## config.mk

```make
export PLATFORM = sky130hd
export DESIGN_NAME = serial_add_sub
export DESIGN_NICKNAME = d
export VERILOG_FILES = /design/src/rtl/serial_add_sub.sv
export SDC_FILE = /design/constraint.sdc
export NUM_CORES = 1
export LEC_CHECK = 0
export ABC_CLOCK_PERIOD_IN_PS = 1600
export CORE_ASPECT_RATIO = 1.2
export CORE_UTILIZATION = 50
export DETAILED_ROUTE_END_ITERATION = 8
export PLACE_DENSITY = 0.88
export REMOVE_ABC_BUFFERS = 1
export SETUP_SLACK_MARGIN = 0.5
export SYNTH_ARGS = -nofsm -noshare
export SYNTH_HDL_FRONTEND = slang
export SYNTH_SLANG_ARGS = --single-unit
```

## constraint.sdc

```tcl
create_clock -name clk -period 1.6 [get_ports clk]
set_clock_uncertainty 0.05 [all_clocks]
set_input_delay 0.24 -clock clk [delete_from_list [all_inputs] [get_ports clk]]
set_output_delay 0.24 -clock clk [all_outputs]
set_load 0.005 [all_outputs]
```

## src/rtl/serial_add_sub.sv

```systemverilog
`default_nettype none
// +--------------------------------------------------------------------------+
// | serial_add_sub: digit-serial add/subtract, LSB digit first, start/done.    |
// | Rev 1.0                                                                    |
// +--------------------------------------------------------------------------+
module serial_add_sub #(
  parameter int WIDTH = 8,
  parameter int DIGIT = 1
) (
  input  logic             clk,
  input  logic             rst_n,
  input  logic             start,
  input  logic [WIDTH-1:0] a,
  input  logic [WIDTH-1:0] b,
  input  logic             cin,
  input  logic             sub,
  output logic             busy,
  output logic             done,
  output logic [WIDTH-1:0] s,
  output logic             cout,
  output logic             ovf
);

  localparam int N  = WIDTH / DIGIT;
  localparam int CW = (N > 1) ? $clog2(N) : 1;

  typedef enum logic [1:0] {
    IDLE = 2'd0,
    RUN  = 2'd1,
    DONE = 2'd2
  } state_t;

  state_t state, state_next;

  logic [WIDTH-1:0]       a_sh, b_sh, acc;
  logic                   carry;
  logic [CW-1:0]          cnt;
  logic                   accept, last;
  logic [DIGIT-1:0]       a_dig, b_dig, sum_dig;
  logic                   c_dig, c_msb;
  logic [WIDTH+DIGIT-1:0] acc_cat;

  // One DIGIT-wide ripple slice; carry into the slice MSB is recovered from its sum bit.
  always_comb begin
    a_dig            = a_sh[DIGIT-1:0];
    b_dig            = b_sh[DIGIT-1:0];
    {c_dig, sum_dig} = {1'b0, a_dig} + {1'b0, b_dig} + {{DIGIT{1'b0}}, carry};
    c_msb            = sum_dig[DIGIT-1] ^ a_dig[DIGIT-1] ^ b_dig[DIGIT-1];
    acc_cat          = {sum_dig, acc};
    last             = (cnt == CW'(N - 1));
  end

  always_comb begin
    state_next = state;
    accept     = 1'b0;
    busy       = 1'b0;
    done       = 1'b0;
    case (state)
      IDLE: begin
        if (start) begin
          accept     = 1'b1;
          state_next = RUN;
        end
      end
      RUN: begin
        busy = 1'b1;
        if (last) state_next = DONE;
      end
      DONE: begin
        done = 1'b1;
        if (start) begin
          accept     = 1'b1;
          state_next = RUN;
        end else begin
          state_next = IDLE;
        end
      end
      default: state_next = IDLE;
    endcase
  end

  always_ff @(posedge clk) begin
    if (!rst_n) state <= IDLE;
    else        state <= state_next;
  end

  always_ff @(posedge clk) begin
    if (!rst_n) begin
      a_sh  <= '0;
      b_sh  <= '0;
      acc   <= '0;
      carry <= 1'b0;
      cnt   <= '0;
      s     <= '0;
      cout  <= 1'b0;
      ovf   <= 1'b0;
    end else if (accept) begin
      // Subtraction folds into addition: a + ~b + ~cin.
      a_sh  <= a;
      b_sh  <= sub ? ~b : b;
      carry <= sub ? ~cin : cin;
      acc   <= '0;
      cnt   <= '0;
    end else if (state == RUN) begin
      a_sh  <= a_sh >> DIGIT;
      b_sh  <= b_sh >> DIGIT;
      acc   <= acc_cat[WIDTH+DIGIT-1:DIGIT];
      carry <= c_dig;
      cnt   <= last ? '0 : cnt + CW'(1);
      if (last) begin
        s    <= acc_cat[WIDTH+DIGIT-1:DIGIT];
        cout <= c_dig;
        ovf  <= c_dig ^ c_msb;
      end
    end
  end

endmodule
`default_nettype wire

```

==> results of run 1 <==
worst reg2reg max path, delay by kind of cell (launching register included):
family	cells	cell delay, ps
AOI/OAI and AO/OA	1	80
adders and majority gates	1	600
DFF	1	360
xor gates and xnor gates	2	290
layout by cell type (no fill, tap or decap), drive strengths merged:
| master | instances |
|---|---|
| and2 | 2 |
| and3b | 2 |
| nand3b | 2 |
| and2b | 1 |
| buf | 38 |
| nor3 | 8 |
| clkdlybuf4s50 | 20 |
| or3 | 1 |
| nand2b | 2 |
| ha | 2 |
| o221ai | 8 |
| a31oi | 2 |
| nor2 | 8 |
| clkbuf | 9 |
| dfxtp | 39 |
| inv | 1 |
| a21oi | 12 |
| xor2 | 9 |
| o21ai | 4 |
| xnor2 | 3 |
| a22oi | 5 |
| nand3 | 6 |
| fa | 1 |
| a21boi | 15 |
| nor2b | 1 |
| nand2 | 45 |
worst paths after layout:
| path | endpoint | slack, ps | startpoint |
|---|---|---|---|
| max reg2reg | ovf | 130 | carry |
| min | a_sh[7] | 390 | a[7] |
| min reg2reg | s[2] | 410 | s[2] |
| max | ovf | 130 | carry |
registers in the layout, indices dropped and copies added (netlist names):
register and count:
cout 1, acc 7, carry 1, a_sh 8, b_sh 8, cnt 3, s 8, state 2
ovf 1
repair_timing:
item / in CTS / in global routing
pin swaps: 17 / 31
gates cloned: 6 / 1
setup endpoints to repair: 51 / 51
buffers inserted: 12 / 2
gates resized for setup: 101 / 58
kinds of logic after synthesis:
logic type / share of synthesized area
adders and majority gates: 0.0272
DFF: 0.471
xor gates and xnor gates: 0.0634
AOI/OAI and AO/OA: 0.189
and+or+nand+nor: 0.205
buffers and inverters: 0.0438
power breakdown:
| group | internal (uW) | switching (uW) | leakage (uW) |
|---|---|---|---|
| combinational | 308 | 267 | 0.000680 |
| sequential | 1020 | 45.9 | 0.000326 |
| clock | 259 | 346 | 0.0000386 |
| total | 1580 | 659 | 0.00104 |
stage by stage:
step	cells	worst slack [ps]	cell area [um^2]	hold WS (ps)
global route	282	108	2760	414
detailed placement	253	64.7	2030	397
floorplan	178	-109	1590	306
CTS	279	181	2490	376
global placement	253	139	2030	391
finish	282	126	2760	390
final cells by class:
class	instances	share of cell area
Multi-Input combinational cell	139	0.404
Sequential cell	39	0.292
Timing Repair Buffer	59	0.261
Clock buffer	8	0.0249
Tap cell	36	0.0163
Inverter	1	0.00227
routing by layer:
layer / vias to the layer above / track usage / share of wire
li1: 778 / - / -
met1: 797 / 0.311 / 0.37
met2: 100 / 0.494 / 0.52
met3: 24 / 0.0681 / 0.061
met4: 0 / 0.115 / 0.045
met5: - / 0 / 0
==> results by group, run 1 <==
Global routing
  • First-pass GRT wire length: just over 7 mm
  • Vias in the first global route: approximately 1,500
  • Initial antenna violation count: 0
  • Total gr overflow: 0
  • Tot GR Track Use: 0.282
  • Largest net degree at the start of global routing: 25

Critical path
  • Crit path DAT: 1690 ps
  • Crit path buf inv count: 0
  • Crit path required time: about 1800 ps
  • Most used cell along the critical path: xnor2_1
  • CP max FO: 2
  • Critical path startpoint category: register
  • Worst-path cell chain: fa_2 > xnor2_1 > xnor2_1 > a21oi_1
  • FF-to-FF path depth: 4
  • Worst setup EP type: register
  • Critical path's top delay family: adder cells
  • Critical path's slowest cell: fa_2
  • Critical Path Max Stage Delay: about 600 ps
  • Stages on worst setup path: 4
  • Crit path kind: register to register

Routing
  • DRC viols: 0
  • Vias per cell: about 6.0
  • Via count: about 1,700
  • Final ANT Viol Nets: 0
  • Starting DRT DRC Count: 113
  • Detailed Routing Iterations Pass 1: 4
  • WL per Instance: between 20 and 25 um
  • WL final: 5.71 mm

Cells and area
  • Reg area: about 800 um^2
  • Post-layout util: 0.887
  • N_diodes: 0
  • Nets: ~270
  • # fillers: around 130
  • Layout area overhead: 66.5%
  • Share of cells above drive strength 1: 0.467
  • Footprint of the multi-input gates: 1110 um^2

Synthesis
  • Cell with the most instances after synthesis: nand2_1
  • Post-synth EDFFs: 0
  • Cell count after synthesis: 191
  • Register area share after synthesis: 0.471
  • Cell variety after synth: 28
  • Post-synth top area share: 0.471
  • Avg Inst Size Synth: ~8.7 um^2
  • Most area-consuming cells after synthesis: dfxtp_1 (47%), nand2_1 (10%), a21boi_0 (5.9%)
  • Syn Std Cell Area: about 1700 um^2
  • Top_reg_cell synth: dfxtp_1
  • YS warnings: 0
  • Post-synthesis register bit count: 39
  • Synth area leader: dfxtp_1
  • Post-synth top cells: nand2_1 (44), dfxtp_1 (39), a21boi_0 (13)
  • Ys async rst share: 0

Clock network
  • Clk buf depth: 2
  • CTS root buffer: clkbuf_4
  • Number of buffers created by CTS: 5
  • Clk sink count: 39
  • Clk Latency, worst-skew pair: 370 ps
  • Hold_buf cts: 0
  • H-tree Lvls: 2
  • Worst-path clk slew: between 100 and 150 ps
  • TritonCTS clock tree: done

Timing
  • Setup TNS: 0 ps
  • Pins Over Slew Limit: 0
  • RSZ-0062 raised after global routing: true
  • Max Fclk: between 600 and 700 MHz
  • Endpoints failing setup: 0
  • Min Clock Period, post-route: around 1500 ps
  • Slew HR: 0.802
  • Final hold vios: 0
  • Final period utilization: 0.921
  • Tightest Pin Transition: roughly 300 ps

Die
  • Die Y-Extent: about 65 um
  • Die X: about 55 um
  • Die area: 3550 um^2
  • # IOs: 33
  • Core area: just over 3000 um^2
  • Rows: 22
  • Effective utilization at floorplan: 0.533

Power and ir drop
  • Peak supply drop: between 0.8 and 0.9 mV
  • Leakage power: about 0.0010 uW
  • Power, Total: between 2000 and 2500 uW
  • P per Cell Area: 813 nW/um^2

Place
  • Post-DP HPWL: between 2 and 2.5 mm
  • RD Place Congestion: ~0.74
  • Buffers on Ports: 32

Worst hold path
  • Min-delay worst type: input port to register
  • Hold Path Depth: 3

Job
  • Max Cap Violations: 0

Run status
  • Outcome: complete, no violations
Note: power is estimated with default switching activity, not from simulation.
==> run 2, diff against run 1 <==
--- a/config.mk
+++ b/config.mk
@@ -5,11 +5,12 @@
 export SDC_FILE = /design/constraint.sdc
 export NUM_CORES = 1
 export LEC_CHECK = 0
-export ABC_CLOCK_PERIOD_IN_PS = 1600
+export ABC_CLOCK_PERIOD_IN_PS = 1400
 export CORE_ASPECT_RATIO = 1.2
-export CORE_UTILIZATION = 50
+export CORE_MARGIN = 2
+export CORE_UTILIZATION = 40
 export DETAILED_ROUTE_END_ITERATION = 8
-export PLACE_DENSITY = 0.88
+export PLACE_DENSITY = 0.75
 export REMOVE_ABC_BUFFERS = 1
 export SETUP_SLACK_MARGIN = 0.5
 export SYNTH_ARGS = -nofsm -noshare
==> constraint.sdc (replaced) <==
create_clock -name clk -period 1.4 [get_ports clk]
set_clock_uncertainty 0.05 [all_clocks]
set_input_delay 0.21 -clock clk [delete_from_list [all_inputs] [get_ports clk]]
set_output_delay 0.21 -clock clk [all_outputs]
set_load 0.005 [all_outputs]
==> run 2 against run 1 <==
Compared with the run above: the flow now finishes with violations (setup timing); die area is 32% higher; combinational power is 15% higher; final area is 5.8% higher; setup slack worse by 160 ps; clock-buffer cell count is 2 lower; first-iteration DRC count is 29% lower; power is 27% higher; final cell count is 8.9% higher; sequential cell count stayed put; utilization is 15 points lower; non-clock buffer count is 7 higher; highest routed layer unchanged.
==> results by group, run 2 (synthesis results as in run 1) <==
Clock network
  • H-tree Lvls: 2
  • Worst-path clk slew: ~70 ps
  • Clk sink count: 39
  • TritonCTS clock tree: done
  • Hold_buf cts: 0
  • Clk buf depth: 2
  • CTS root buffer: clkbuf_8
  • Number of buffers created by CTS: 5
  • Clk Latency, worst-skew pair: 300 ps

Die
  • Die area: approximately 4700 um^2
  • Die Y-Extent: around 74 um
  • Core area: 3970 um^2
  • Effective utilization at floorplan: 0.417
  • Die X: ~63 um
  • Rows: 25
  • # IOs: 33

Timing
  • Final hold vios: 0
  • Endpoints failing setup: 1
  • Slew HR: 0.847
  • RSZ-0062 raised after global routing: true
  • Final worst slack: -34.6 ps
  • Tightest Pin Transition: 229 ps
  • Setup TNS: -34.6 ps
  • Pins Over Slew Limit: 0
  • Final period utilization: 1.02
  • Fin Hold WS: about 400 ps
  • Max Fclk: about 700 MHz
  • Min Clock Period, post-route: between 1000 and 1500 ps

Critical path
  • Flop-to-flop setup slack: -30 ps
  • Crit path DAT: about 1600 ps
  • Critical Path Max Stage Delay: about 600 ps
  • Worst setup EP type: register
  • Crit path kind: register to register
  • Origin of the worst setup path: carry
  • FF-to-FF path depth: 4
  • Worst-path cell chain: fa_2 > xnor2_2 > xnor2_1 > a21oi_1
  • Crit path capture: ovf
  • CP max FO: 2
  • Critical path's slowest cell: fa_2
  • Worst r2r dst: ovf
  • Crit path required time: roughly 1500 ps
  • Critical path startpoint category: register
  • R2R Path Start: carry

Place
  • Buffers on Ports: 32
  • Dpl cell area: approximately 2100 um^2
  • Post-DP HPWL: 2.24 mm
  • Dpl ws: -81.6 ps
  • RD Place Congestion: around 0.76

Power and ir drop
  • Sequential Power Share: 0.425
  • Clock power share: 0.343
  • Peak supply drop: ~0.67 mV
  • Leakage power: between 0.001 and 0.0015 uW
  • Switching Fraction: 0.262
  • Psw: roughly 750 uW
  • P per Cell Area: approximately 980 nW/um^2
  • P_int: between 2000 and 2500 uW
  • Combinational share of power: 0.232

Run status
  • Outcome: finished with violations
  • Failing checks: setup timing

Global routing
  • Initial antenna violation count: 0
  • Vias in the first global route: around 1,600
  • Tot GR Track Use: 0.220
  • Largest net degree at the start of global routing: 31
  • Total gr overflow: 0
  • First-pass GRT wire length: approximately 7.8 mm

Cells and area
  • Layout area overhead: 76.2%
  • Post-layout util: 0.735
  • # fillers: between 200 and 300
  • Most frequent cells in the layout: dfxtp_1 (25), nand2_1 (22), buf_6 (20)
  • Fin area: 2920 um^2
  • Biggest regs: a_sh (8), b_sh (8), s (8)
  • N_diodes: 0
  • Most common cell after layout, fill and taps aside: dfxtp_1
  • Nets: between 200 and 300
  • Share of cells above drive strength 1: 0.530

Routing
  • Final ANT Viol Nets: 0
  • Detailed Routing Iterations Pass 1: 4
  • DRC viols: 0
  • Starting DRT DRC Count: 80
  • WL final: 4.95 mm
  • WL per Instance: about 16 um
  • Vias per cell: 5.29
  • Via count: about 1,600

Worst hold path
  • Min-delay worst type: register to register

Job
  • Max Cap Violations: 0
## run 2: changes by cell type in the layout (fill, tap and decap cells not counted), moves of 3 or more
| cell | change |
|---|---|
| a21boi_0 | -4 |
| a21boi_1 | +3 |
| buf_6 | +7 |
| clkbuf_4 | -5 |
| clkbuf_8 | +4 |
| dfxtp_1 | +3 |
| dfxtp_2 | -4 |
| nand2_1 | -12 |
| nand2_2 | +11 |
| nor3_2 | -3 |
## run 2: power by group through the flow
stage	combinational, uW	sequential (uW)	clock [uW]
6_report	661	1210	979
3_3_place_gp	372	1220	0
4_1_cts	583	1210	973
5_1_grt	701	1220	1050
2_1_floorplan	189	1210	0
3_5_place_dp	377	1220	0
## run 2: area by class of cell
type / count / area [um^2] / share of cell area
Timing Repair Buffer: 66 / 766 / 0.262
Multi-Input combinational cell: 139 / 1160 / 0.396
Tap cell: 54 / 67.6 / 0.0231
Sequential cell: 39 / 803 / 0.275
Inverter: 1 / 8.76 / 0.00300
Clock buffer: 6 / 82.6 / 0.0283
Clock inverter: 2 / 35.0 / 0.0120
## run 2: repair_timing
item,CTS,global route
gates resized for setup,159,37
buffers inserted,8,5
setup endpoints to repair,51,51
pin swaps,37,35
gates cloned,6,1
## run 2: critical path, delay by kind of cell (launching register included)
family | cells | cell delay (ps)
AOI/OAI and AO/OA | 1 | 80
adders and majority gates | 1 | 600
xor gates and xnor gates | 2 | 270
DFF | 1 | 340
## run 2: metal layers
metal | global-route usage | wire [um] | part of all wire
met2 | 0.417 | 2810 | 0.57
met4 | 0.151 | 197 | 0.040
met3 | 0.0424 | 181 | 0.037
met5 | 0 | 0 | 0
met1 | 0.221 | 1760 | 0.36
## run 2: how the worst min path moves through the flow
stage,startpoint,end,slack (ps),cells after the start
2_1_floorplan,rst_n,a_sh[7],280,2
3_3_place_gp,a_sh[7],a_sh[7],390,2
3_5_place_dp,a_sh[7],a_sh[7],400,2
4_1_cts,s[5],s[5],400,2
5_1_grt,a[7],a_sh[7],420,3
6_report,s[6],s[6],400,2
## run 2: through the flow
step	total power [uW]	std cells
after floorplan	1400	178
after global placement	1590	279
after detailed placement	1600	279
after CTS	2760	301
after global routing	2970	307
final	2850	307
